==> src/rtl/mem_pkg.sv <==
// rtl/mem_pkg.sv - shared constants and FSM encoding for the memory burst controller
package mem_pkg;
    localparam int WIDTH      = 8;
    localparam int DEPTH      = 32;
    localparam int ADDR_WIDTH = $clog2(DEPTH);

    localparam logic MEM_WR = 1'b1;
    localparam logic MEM_RD = 1'b0;

    typedef enum logic [2:0] {
        IDLE = 3'd0,
        WGET = 3'd1,
        WREQ = 3'd2,
        RREQ = 3'd3,
        DONE = 3'd4
    } burst_state_t;
endpackage

==> src/rtl/mem_addr_gen.sv <==
// rtl/mem_addr_gen.sv - burst address walker (modulo DEPTH) and remaining-word counter
module mem_addr_gen #(
    parameter int DEPTH = mem_pkg::DEPTH,
    localparam int ADDR_WIDTH = $clog2(DEPTH)
) (
    input  logic                  clk,
    input  logic                  res,
    input  logic                  load,
    input  logic [ADDR_WIDTH-1:0] start_addr,
    input  logic [ADDR_WIDTH:0]   len,
    input  logic                  advance,
    output logic [ADDR_WIDTH-1:0] addr,
    output logic                  last_word
);
    import mem_pkg::*;

    localparam logic [ADDR_WIDTH:0]   MAX_LEN   = (ADDR_WIDTH+1)'(DEPTH);
    localparam logic [ADDR_WIDTH-1:0] LAST_ADDR = ADDR_WIDTH'(DEPTH-1);

    logic [ADDR_WIDTH:0] remaining;

    // Oversized bursts are clamped so a burst never revisits an address
    always_ff @(posedge clk) begin
        if (!res) begin
            addr      <= '0;
            remaining <= '0;
        end else if (load) begin
            addr      <= start_addr;
            remaining <= (len > MAX_LEN) ? MAX_LEN : len;
        end else if (advance) begin
            addr      <= (addr == LAST_ADDR) ? '0 : addr + 1'b1;
            remaining <= remaining - 1'b1;
        end
    end

    assign last_word = (remaining == (ADDR_WIDTH+1)'(1));
endmodule

==> src/rtl/mem_burst_ctrl.sv <==
// rtl/mem_burst_ctrl.sv - burst sequencer turning one command into single-word memory transfers
module mem_burst_ctrl #(
    parameter int WIDTH = mem_pkg::WIDTH,
    parameter int DEPTH = mem_pkg::DEPTH,
    localparam int ADDR_WIDTH = $clog2(DEPTH)
) (
    input  logic                  clk,
    input  logic                  res,
    input  logic                  cmd_valid,
    output logic                  cmd_ready,
    input  logic                  cmd_wr,
    input  logic [ADDR_WIDTH-1:0] cmd_addr,
    input  logic [ADDR_WIDTH:0]   cmd_len,
    input  logic                  wd_valid,
    output logic                  wd_ready,
    input  logic [WIDTH-1:0]      wd_data,
    output logic                  rd_valid,
    output logic [WIDTH-1:0]      rd_data,
    output logic                  done,
    output logic                  busy,
    output logic                  m_valid,
    output logic                  m_wr_rd,
    output logic [ADDR_WIDTH-1:0] m_addr,
    output logic [WIDTH-1:0]      m_wdata,
    input  logic [WIDTH-1:0]      m_rdata,
    input  logic                  m_ready
);
    import mem_pkg::*;

    burst_state_t          state;
    logic [ADDR_WIDTH-1:0] cur_addr;
    logic                  last_word;
    logic                  load;
    logic                  advance;

    assign cmd_ready = (state == IDLE);
    assign wd_ready  = (state == WGET);
    assign load      = cmd_ready && cmd_valid;
    assign advance   = m_valid && m_ready && ((state == WREQ) || (state == RREQ));

    mem_addr_gen #(.DEPTH(DEPTH)) u_addr_gen (
        .clk        (clk),
        .res        (res),
        .load       (load),
        .start_addr (cmd_addr),
        .len        (cmd_len),
        .advance    (advance),
        .addr       (cur_addr),
        .last_word  (last_word)
    );

    always_ff @(posedge clk) begin
        if (!res) begin
            state    <= IDLE;
            m_valid  <= 1'b0;
            m_wr_rd  <= 1'b0;
            m_addr   <= '0;
            m_wdata  <= '0;
            rd_valid <= 1'b0;
            rd_data  <= '0;
            done     <= 1'b0;
            busy     <= 1'b0;
        end else begin
            rd_valid <= 1'b0;
            done     <= 1'b0;
            case (state)
                IDLE: if (cmd_valid) begin
                    busy <= 1'b1;
                    if (cmd_len == '0)          state <= DONE;
                    else if (cmd_wr == MEM_WR)  state <= WGET;
                    else                        state <= RREQ;
                end
                WGET: if (wd_valid) begin
                    m_valid <= 1'b1;
                    m_wr_rd <= MEM_WR;
                    m_addr  <= cur_addr;
                    m_wdata <= wd_data;
                    state   <= WREQ;
                end
                WREQ: if (m_ready) begin
                    m_valid <= 1'b0;
                    state   <= last_word ? DONE : WGET;
                end
                // Reads alternate issue and accept cycles, leaving a gap between words
                RREQ: if (!m_valid) begin
                    m_valid <= 1'b1;
                    m_wr_rd <= MEM_RD;
                    m_addr  <= cur_addr;
                end else if (m_ready) begin
                    m_valid  <= 1'b0;
                    rd_valid <= 1'b1;
                    rd_data  <= m_rdata;
                    if (last_word) state <= DONE;
                end
                DONE: begin
                    done  <= 1'b1;
                    busy  <= 1'b0;
                    state <= IDLE;
                end
                default: state <= IDLE;
            endcase
        end
    end
endmodule

==> config.mk <==
export PLATFORM = sky130hd
export DESIGN_NAME = mem_burst_ctrl
export DESIGN_NICKNAME = d
export VERILOG_FILES = /design/src/rtl/mem_pkg.sv /design/src/rtl/mem_addr_gen.sv /design/src/rtl/mem_burst_ctrl.sv
export SDC_FILE = /design/constraint.sdc
export NUM_CORES = 1
export LEC_CHECK = 0
export CAP_MARGIN = 15
export CORE_MARGIN = 2
export CORE_UTILIZATION = 49
export DETAILED_ROUTE_END_ITERATION = 10
export PLACE_DENSITY = 0.89
export SYNTH_ARGS = -nofsm -noshare
export SYNTH_HDL_FRONTEND = slang
export SYNTH_SLANG_ARGS = --single-unit
==> constraint.sdc <==
create_clock -name clk -period 4 [get_ports clk]
set_input_delay 0.8 -clock clk [delete_from_list [all_inputs] [get_ports clk]]
set_output_delay 0.8 -clock clk [all_outputs]
set_load 0.05 [all_outputs]
Yosys cells after proc, flatten, opt, wreduce, memory -nomap -nowiden
Index checks and enable logic that the tools add are counted.

storage, ports and cells
  bits in registers = 40
  latch bits = 0
  bits in writable memories = 0
  ROM bits = 0
  input bits = 33
  output and inout bits = 28
  word-level logic and storage cells = 74
  memories kept = 0

operators by class
  $add $sub $neg = 2
  $mul = 0
  divide/modulo/power cells = 0
  magnitude comparators = 1
  equality and inequality tests = 13
  shift operators = 0
  multiplexer cells = 30
  bitwise operators = 0
  reduce and logical (&&, ||, !) cells = 17

operators with widths
  cell                 count
  $mux 5               5
  $mux 3               8
  $mux 6               3
  $ne 2x2->1 const B   7
  $pmux 3 s4           1
  $reduce_and 3->1     4
  $pmux 5 s2           1
  $mux 1               8
  $eq 3x2->1 const B   2
  $eq 6x1->1 const B   1
  $gt 6x6->1 const B   1
  $logic_not 6->1      1
  $reduce_and 6->1     1
  $reduce_bool 2->1    3
  $sub 6x1->6 const B  1
  $add 5x1->5 const B  1
  $eq 5x5->1 const B   1
  $pmux 1 s2           2
  $reduce_and 2->1     2
  $eq 3x1->1 const B   1
  $eq 3x3->1 const B   1
  $logic_and 1x1->1    3
  $logic_not 3->1      1
  $pmux 1 s3           1
  other kinds (3)      3

Longest topological paths before layout
Gate-level depths: netlist (run 1).

  word-level depth = 5
  gate-level depth with buffers = 6

Cells and area by module
From an unflattened synthesis (run 1), not the netlist that was laid out.

unflattened totals
  cell total of the unflattened synthesis = 205
  area total of the unflattened synthesis = 1,899.3 um2

by module, submodules not included
  module          times used  cells an instance  area an instance (um2)  sequential area each (um2)
  mem_burst_ctrl  1           126                1,219.9                 580.6
  mem_addr_gen    1           79                 679.4                   220.2

Least setup slack after synthesis (run 1)
OpenSTA, ideal clock, no wires.

  path kind = register -> output
  from = register state[1]
  to = output cmd_ready
  arrival time = 1.699 ns
  path slack = 1.501 ns
  cell stages (with the launch flop) = 3
  path buffers = 1
  path through = dfxtp_1 > clkbuf_1 > nor3_1

on the way
  longest elaborated chain between the ends = 1

RTL lines
  what                    line                  text
  from (decl)             mem_burst_ctrl.sv:30  burst_state_t state;
  from (signal assigned)  mem_burst_ctrl.sv:82  state <= last_word ? DONE : WGET;
  $logic_not 3->1         mem_burst_ctrl.sv:36  assign cmd_ready = (state == IDLE);
  to (decl)               mem_burst_ctrl.sv:10  output logic cmd_ready,

Every way passes these cells.

Worst setup path in the final report (run 1)
  from = register state[0]
  to = output wd_ready

on the way
  longest elaborated chain between the ends = 1

RTL lines
  what        line                  text
  $eq 3x1->1  mem_burst_ctrl.sv:37  assign wd_ready = (state == WGET);
  to (decl)   mem_burst_ctrl.sv:15  output logic wd_ready,

Every way passes these cells.

==> results.py, run 1 <==
metrics = {
    "sta": {
        "slew_headroom": 0.568,
        "fin_worst_skew_ns": 0.00585,
        "fin_hold_ws_ns": 0.507,
        "rsz0062_at_grt": "false",
        "fin_crit_sh": 0.735,
        "finalSetupViolCount": 0,
        "tns_ns": 0,
        "period_needed_ns": 2.94,
        "hold_violations": 0,
        "fin_ws_ns": 1.06,
        "drv_slew": 0,
        "fmax_mhz": 340,
        "tightestPinTransition_ns": 0.648,
    },
    "cells_and_area": {
        "multi_input_area_sq_um": 1050,
        "synthToLayoutAreaGrowth_pct": 36.8,
        "nFillCells": 306,
        "num_antenna_cells": 0,
        "utilization": 0.705,
        "layout-drive-gt1-share": 0.0584,
        "seq_area_sq_um": 801,
        "layout.cells.non_filler": 305,
        "final_cell_mix": "clkdlybuf4s50_1, dfxtp_1, nor2b_1",
        "design_area_sq_um": 2620,
        "layout_commonest_cell": "clkdlybuf4s50_1",
        "final_nets": 293,
    },
    "placed_design": {
        "place.gp.congestion": 0.844,
        "placed_cells": 297,
        "post-place-ws_ns": 1.38,
        "io_buffers": 60,
        "hpwlAfterDp_um": 2960,
        "placed_area_sq_um": 2530,
    },
    "power": {
        "p_sw_frac": 0.348,
        "internal_power_mw": 0.745,
        "leakagePower_nw": 0.954,
        "p_switching_mw": 0.398,
        "p_comb_frac": 0.325,
        "p_clk_frac": 0.238,
        "irDropWorstVdd_mv": 0.333,
        "power_density_nw_per_um2": 436,
        "sequentialPowerShare": 0.438,
        "p_total_mw": 1.14,
    },
    "floorplanning": {
        "coreArea_sq_um": 3720,
        "fp.dieArea_sq_um": 4430,
        "start_util": 0.515,
        "die_h_um": 66.5,
        "num_rows": 22,
        "io_pins": 61,
        "die_x_um": 66.5,
    },
    "synth": {
        "synthArstFlopShare": 0,
        "ys_seq_area_frac": 0.418,
        "synthSimpleGateAreaFrac": 0.269,
        "synth.distinct_cells": 40,
        "netlist_area_sq_um": 1920,
        "yosys_most_used_dff": "dfxtp_1",
        "yosysWarnings": 0,
        "syn-num-nets": 236,
        "ys_ff_latch": 40,
        "synth_xor_area_frac": 0.0229,
        "synth_edf_count": 0,
        "synth_area_leaders": "dfxtp_1, mux2i_1, nor2b_1",
        "synth_compound_area_frac": 0.114,
        "syn-instance-count": 199,
        "avgSynthCellArea_sq_um": 9.63,
        "synth_top_cell_by_area": "dfxtp_1",
        "yosysTopAreaCellShare": 0.418,
        "synthMuxAreaShare": 0.116,
        "synth_fa_ha_area_frac": 0.0261,
        "synth_top_family_by_area": "simple AND/OR/NAND/NOR gates",
    },
    "clock_network": {
        "cts_setup_buffers": 0,
        "clock-sinks": 40,
        "path_clk_slew_ns": 0.07,
        "ctsRootBufferMaster": "clkbuf_8",
        "postCtsHoldBufs": 0,
        "cts_htree_levels": 2,
        "post_cts_resized": 0,
        "cts_buffers": 5,
        "clock_latency_ns": 0.29,
        "clock_path_buffers": 2,
        "cts_tree": "built",
    },
    "detailed_routing": {
        "dr.first_iter.drc_count": 104,
        "drcViolationCount": 0,
        "antenna_left": 0,
        "wirelength_um": 4030,
        "post_drt_wl_per_cell_um": 13.2,
        "via_count": 1604,
        "drtPass1Iterations": 4,
        "routed_via_density": 5.26,
    },
    "setup_path": {
        "path_class": "reg2out",
        "crit_fanout": 11,
        "slowest_delay_ns": 0.82,
        "path_cells": "nand2b_1 -> nor2_1 -> clkdlybuf4s50_1",
        "required_ns": 3.20,
        "arrival_ns": 2.14,
        "worst_setup_path_start_kind": "flip-flop",
        "critPathCaptureType": "output port",
        "worst_path_max_delay_cell": "clkdlybuf4s50_1",
    },
    "global_route": {
        "grt_max_degree": 41,
        "track_usage": 0.198,
        "grt_pass1_wl_um": 6670,
        "grt_pass1_vias": 1520,
        "antenna_found_initial": 0,
        "grt-ovfl-total": 0,
    },
    "worst_hold_path": {
        "hp-class": "reg2reg",
    },
    "run_status": {
        "run_status": "finished clean",
    },
    "job": {
        "drv_cap": 0,
    },
}
==> final cells by class <==
cell class / instances / area share
Inverter: 3 / 0.00430
Tap cell: 48 / 0.0229
Timing Repair Buffer: 61 / 0.232
Sequential cell: 40 / 0.306
Clock buffer: 8 / 0.0344
Multi-Input combinational cell: 145 / 0.401
==> synthesized netlist by cell type, types with 3 or more instances <==
| cell | n |
|---|---|
| dfxtp_1 | 40 |
| nor2b_1 | 31 |
| mux2i_1 | 21 |
| o21ai_0 | 12 |
| nor2_1 | 11 |
| a21oi_1 | 7 |
| clkbuf_1 | 6 |
| nand2_1 | 6 |
| nand3_1 | 5 |
| buf_2 | 4 |
| ha_1 | 4 |
| nand2b_1 | 4 |
| and3_1 | 3 |
| inv_1 | 3 |
| nor3_1 | 3 |
| nor4_1 | 3 |
| xnor2_1 | 3 |
==> worst max-delay path: cells and delay by family (launching register included) <==
family                 cells  cell delay (ns)
flip-flops                 1             0.57
buffers and inverters      1             0.82
AND/OR/NAND/NOR            2             0.46
==> cell families after synthesis <==
group	after synthesis
compound gates	34
xor+xnor	5
fa+ha+maj	4
buf+inv	14
flops	40
mux	22
simple gates	80
==> metal layers <==
metal	global-route usage	routed length, um
met4	0.0765	59
met1	0.251	1850
met3	0.0355	173
met2	0.333	1940
met5	0	0
==> power groups by stage <==
stage | sequential (mW) | combinational (mW) | clock [mW]
final | 0.500 | 0.371 | 0.272
after floorplan | 0.544 | 0.222 | 0
after detailed placement | 0.508 | 0.371 | 0
after global routing | 0.508 | 0.400 | 0.292
after CTS | 0.499 | 0.373 | 0.277
after global placement | 0.504 | 0.365 | 0
==> state kept, by name, summed over array words and instances (netlist names) <==
register	flops
m_addr	5
state	3
rd_valid	1
m_wr_rd	1
done	1
u_addr_gen.addr	5
m_wdata	8
rd_data	8
m_valid	1
busy	1
u_addr_gen.remaining	6
==> final timing paths <==
| kind | start | end | slack, ns | cells after the start |
|---|---|---|---|---|
| setup / recovery | state[0] | wd_ready | 1.06 | 3 |
| hold / removal | u_addr_gen.addr[1] | u_addr_gen.addr[1] | 0.51 | 2 |
| setup reg to reg | state[1] | u_addr_gen.addr[0] | 2.15 | 4 |
| hold reg to reg | u_addr_gen.addr[1] | u_addr_gen.addr[1] | 0.51 | 2 |
(Power assumes the default switching activity.)
==> inputs of run 2 (changes only) <==
CORE_UTILIZATION = 46   (was 49)
PLACE_DENSITY = 0.85   (was 0.89)
clock period = 2.93 ns   (was 4 ns; I/O delays follow)
==> run 2 against run 1 <==
Against the previous run: clock power grew 68%; clock-buffer cell count shrank 3; via count shrank 0.12%; non-clock buffer count is the same; combinational power grew 36%; critical path type unchanged; critical endpoint unchanged.
==> results.py, run 2 (synthesis results as in run 1) <==
metrics = {
    "global_route": {
        "grt_pass1_vias": 1480,
        "grt-ovfl-total": 0,
        "grt_max_degree": 40,
        "grt_pass1_wl_um": 6680,
        "antenna_found_initial": 0,
        "track_usage": 0.192,
    },
    "setup_path": {
        "crit_fanout": 11,
        "reg2regPathDepth": 4,
        "crit_family": "buffers and inverters",
        "slowest_delay_ns": 0.82,
        "critPathBufInv": 1,
        "r2r-end": "rd_data[4]",
        "arrival_ns": 2.14,
        "worst-r2r-setup-slack_ns": 1.15,
        "worst_path_max_delay_cell": "clkdlybuf4s50_1",
        "critPathCaptureType": "output port",
        "path_class": "reg2out",
        "worstReg2RegStart": "state[1]",
        "worst_setup_path_start_kind": "flip-flop",
        "required_ns": 2.34,
        "path_cells": "nand2b_1 -> nor2_1 -> clkdlybuf4s50_1",
    },
    "floorplanning": {
        "fp.dieArea_sq_um": 4700,
        "coreArea_sq_um": 4000,
        "io_pins": 61,
        "start_util": 0.479,
        "die_x_um": 68.5,
        "num_rows": 23,
        "die_h_um": 68.5,
    },
    "clock_network": {
        "cts_htree_levels": 2,
        "cts_tree": "built",
        "postCtsHoldBufs": 0,
        "path_clk_slew_ns": 0.08,
        "clock-sinks": 40,
        "clock_latency_ns": 0.30,
        "cts_setup_buffers": 0,
        "clock_path_buffers": 2,
        "cts_buffers": 5,
        "ctsRootBufferMaster": "clkbuf_8",
        "post_cts_resized": 0,
    },
    "sta": {
        "tightestPinTransition_ns": 0.642,
        "period_needed_ns": 2.72,
        "fin_worst_skew_ns": 0.00558,
        "drv_slew": 0,
        "hold_violations": 0,
        "fmax_mhz": 367,
        "fin_ws_ns": 0.206,
        "fin_hold_ws_ns": 0.501,
        "finalSetupViolCount": 0,
        "fin_crit_sh": 0.930,
        "tns_ns": 0,
        "rsz0062_at_grt": "false",
        "slew_headroom": 0.571,
    },
    "run_status": {
        "run_status": "finished clean",
    },
    "power": {
        "p_total_mw": 1.64,
        "irDropWorstVdd_mv": 0.467,
        "power_density_nw_per_um2": 622,
        "leakagePower_nw": 0.963,
    },
    "detailed_routing": {
        "via_count": 1602,
        "routed_via_density": 5.22,
        "wirelength_um": 4270,
        "drtPass1Iterations": 4,
        "post_drt_wl_per_cell_um": 13.9,
        "antenna_left": 0,
        "dr.first_iter.drc_count": 31,
        "drcViolationCount": 0,
    },
    "job": {
        "drv_cap": 0,
    },
    "cells_and_area": {
        "final_cell_mix": "clkdlybuf4s50_1, dfxtp_1, nor2b_1",
        "seq_area_sq_um": 801,
        "final_nets": 293,
        "layout.cells.non_filler": 307,
        "layout_commonest_cell": "clkdlybuf4s50_1",
        "utilization": 0.661,
        "reg_top3": "m_wdata x8, rd_data x8, u_addr_gen.remaining x6",
        "design_area_sq_um": 2640,
        "synthToLayoutAreaGrowth_pct": 38.0,
        "multi_input_area_sq_um": 1050,
        "nFillCells": 354,
        "layout-drive-gt1-share": 0.0661,
        "num_antenna_cells": 0,
    },
    "worst_hold_path": {
        "hp-class": "reg2reg",
        "hold_depth": 2,
        "hp-start": "busy",
        "min_to": "busy",
    },
    "placed_design": {
        "placed_cells": 299,
        "placed_area_sq_um": 2530,
        "io_buffers": 60,
        "post-place-ws_ns": 0.558,
        "hpwlAfterDp_um": 3110,
        "place.gp.congestion": 0.823,
    },
}
## run 2: report_power, final
part	total [mW]	internal (mW)	leakage (nW)	switching, mW
clock	0.457	0.252	0.0541	0.205
sequential	0.684	0.604	0.326	0.0807
combinational	0.503	0.222	0.583	0.282
total	1.64	1.08	0.963	0.567
## run 2: metal layers
layer,vias to the layer above,routed length [um],GRT usage
li1,811,-,-
met1,744,1900,0.238
met2,40,2120,0.305
met3,7,195,0.0584
met4,0,64,0.0900
met5,-,0,0
## run 2: worst max path at each step
| stage | from | end | slack, ns | cells after the start |
|---|---|---|---|---|
| 2_1_floorplan | state[1] | cmd_ready | 0.65 | 2 |
| 3_3_place_gp | state[0] | wd_ready | 0.59 | 3 |
| 3_5_place_dp | state[0] | wd_ready | 0.56 | 3 |
| 4_1_cts | state[0] | wd_ready | 0.22 | 3 |
| 5_1_grt | state[0] | wd_ready | 0.06 | 3 |
| 6_report | state[0] | wd_ready | 0.21 | 3 |
## run 2: cell type report
cell class / count / area share
inverters: 3 / 0.00426
clock inverters: 3 / 0.0161
repair buffers: 61 / 0.230
well taps: 50 / 0.0237
clock buffers: 5 / 0.0260
multi-input cells: 145 / 0.397
flip-flops and latches: 40 / 0.303
## run 2: tightest hold or removal path, delay by kind of cell, from the launching register on
family | cells | cell delay (ns)
flip-flops | 1 | 0.34
AND/OR/NAND/NOR | 1 | 0.08
AO/OA/AOI/OAI | 1 | 0.05
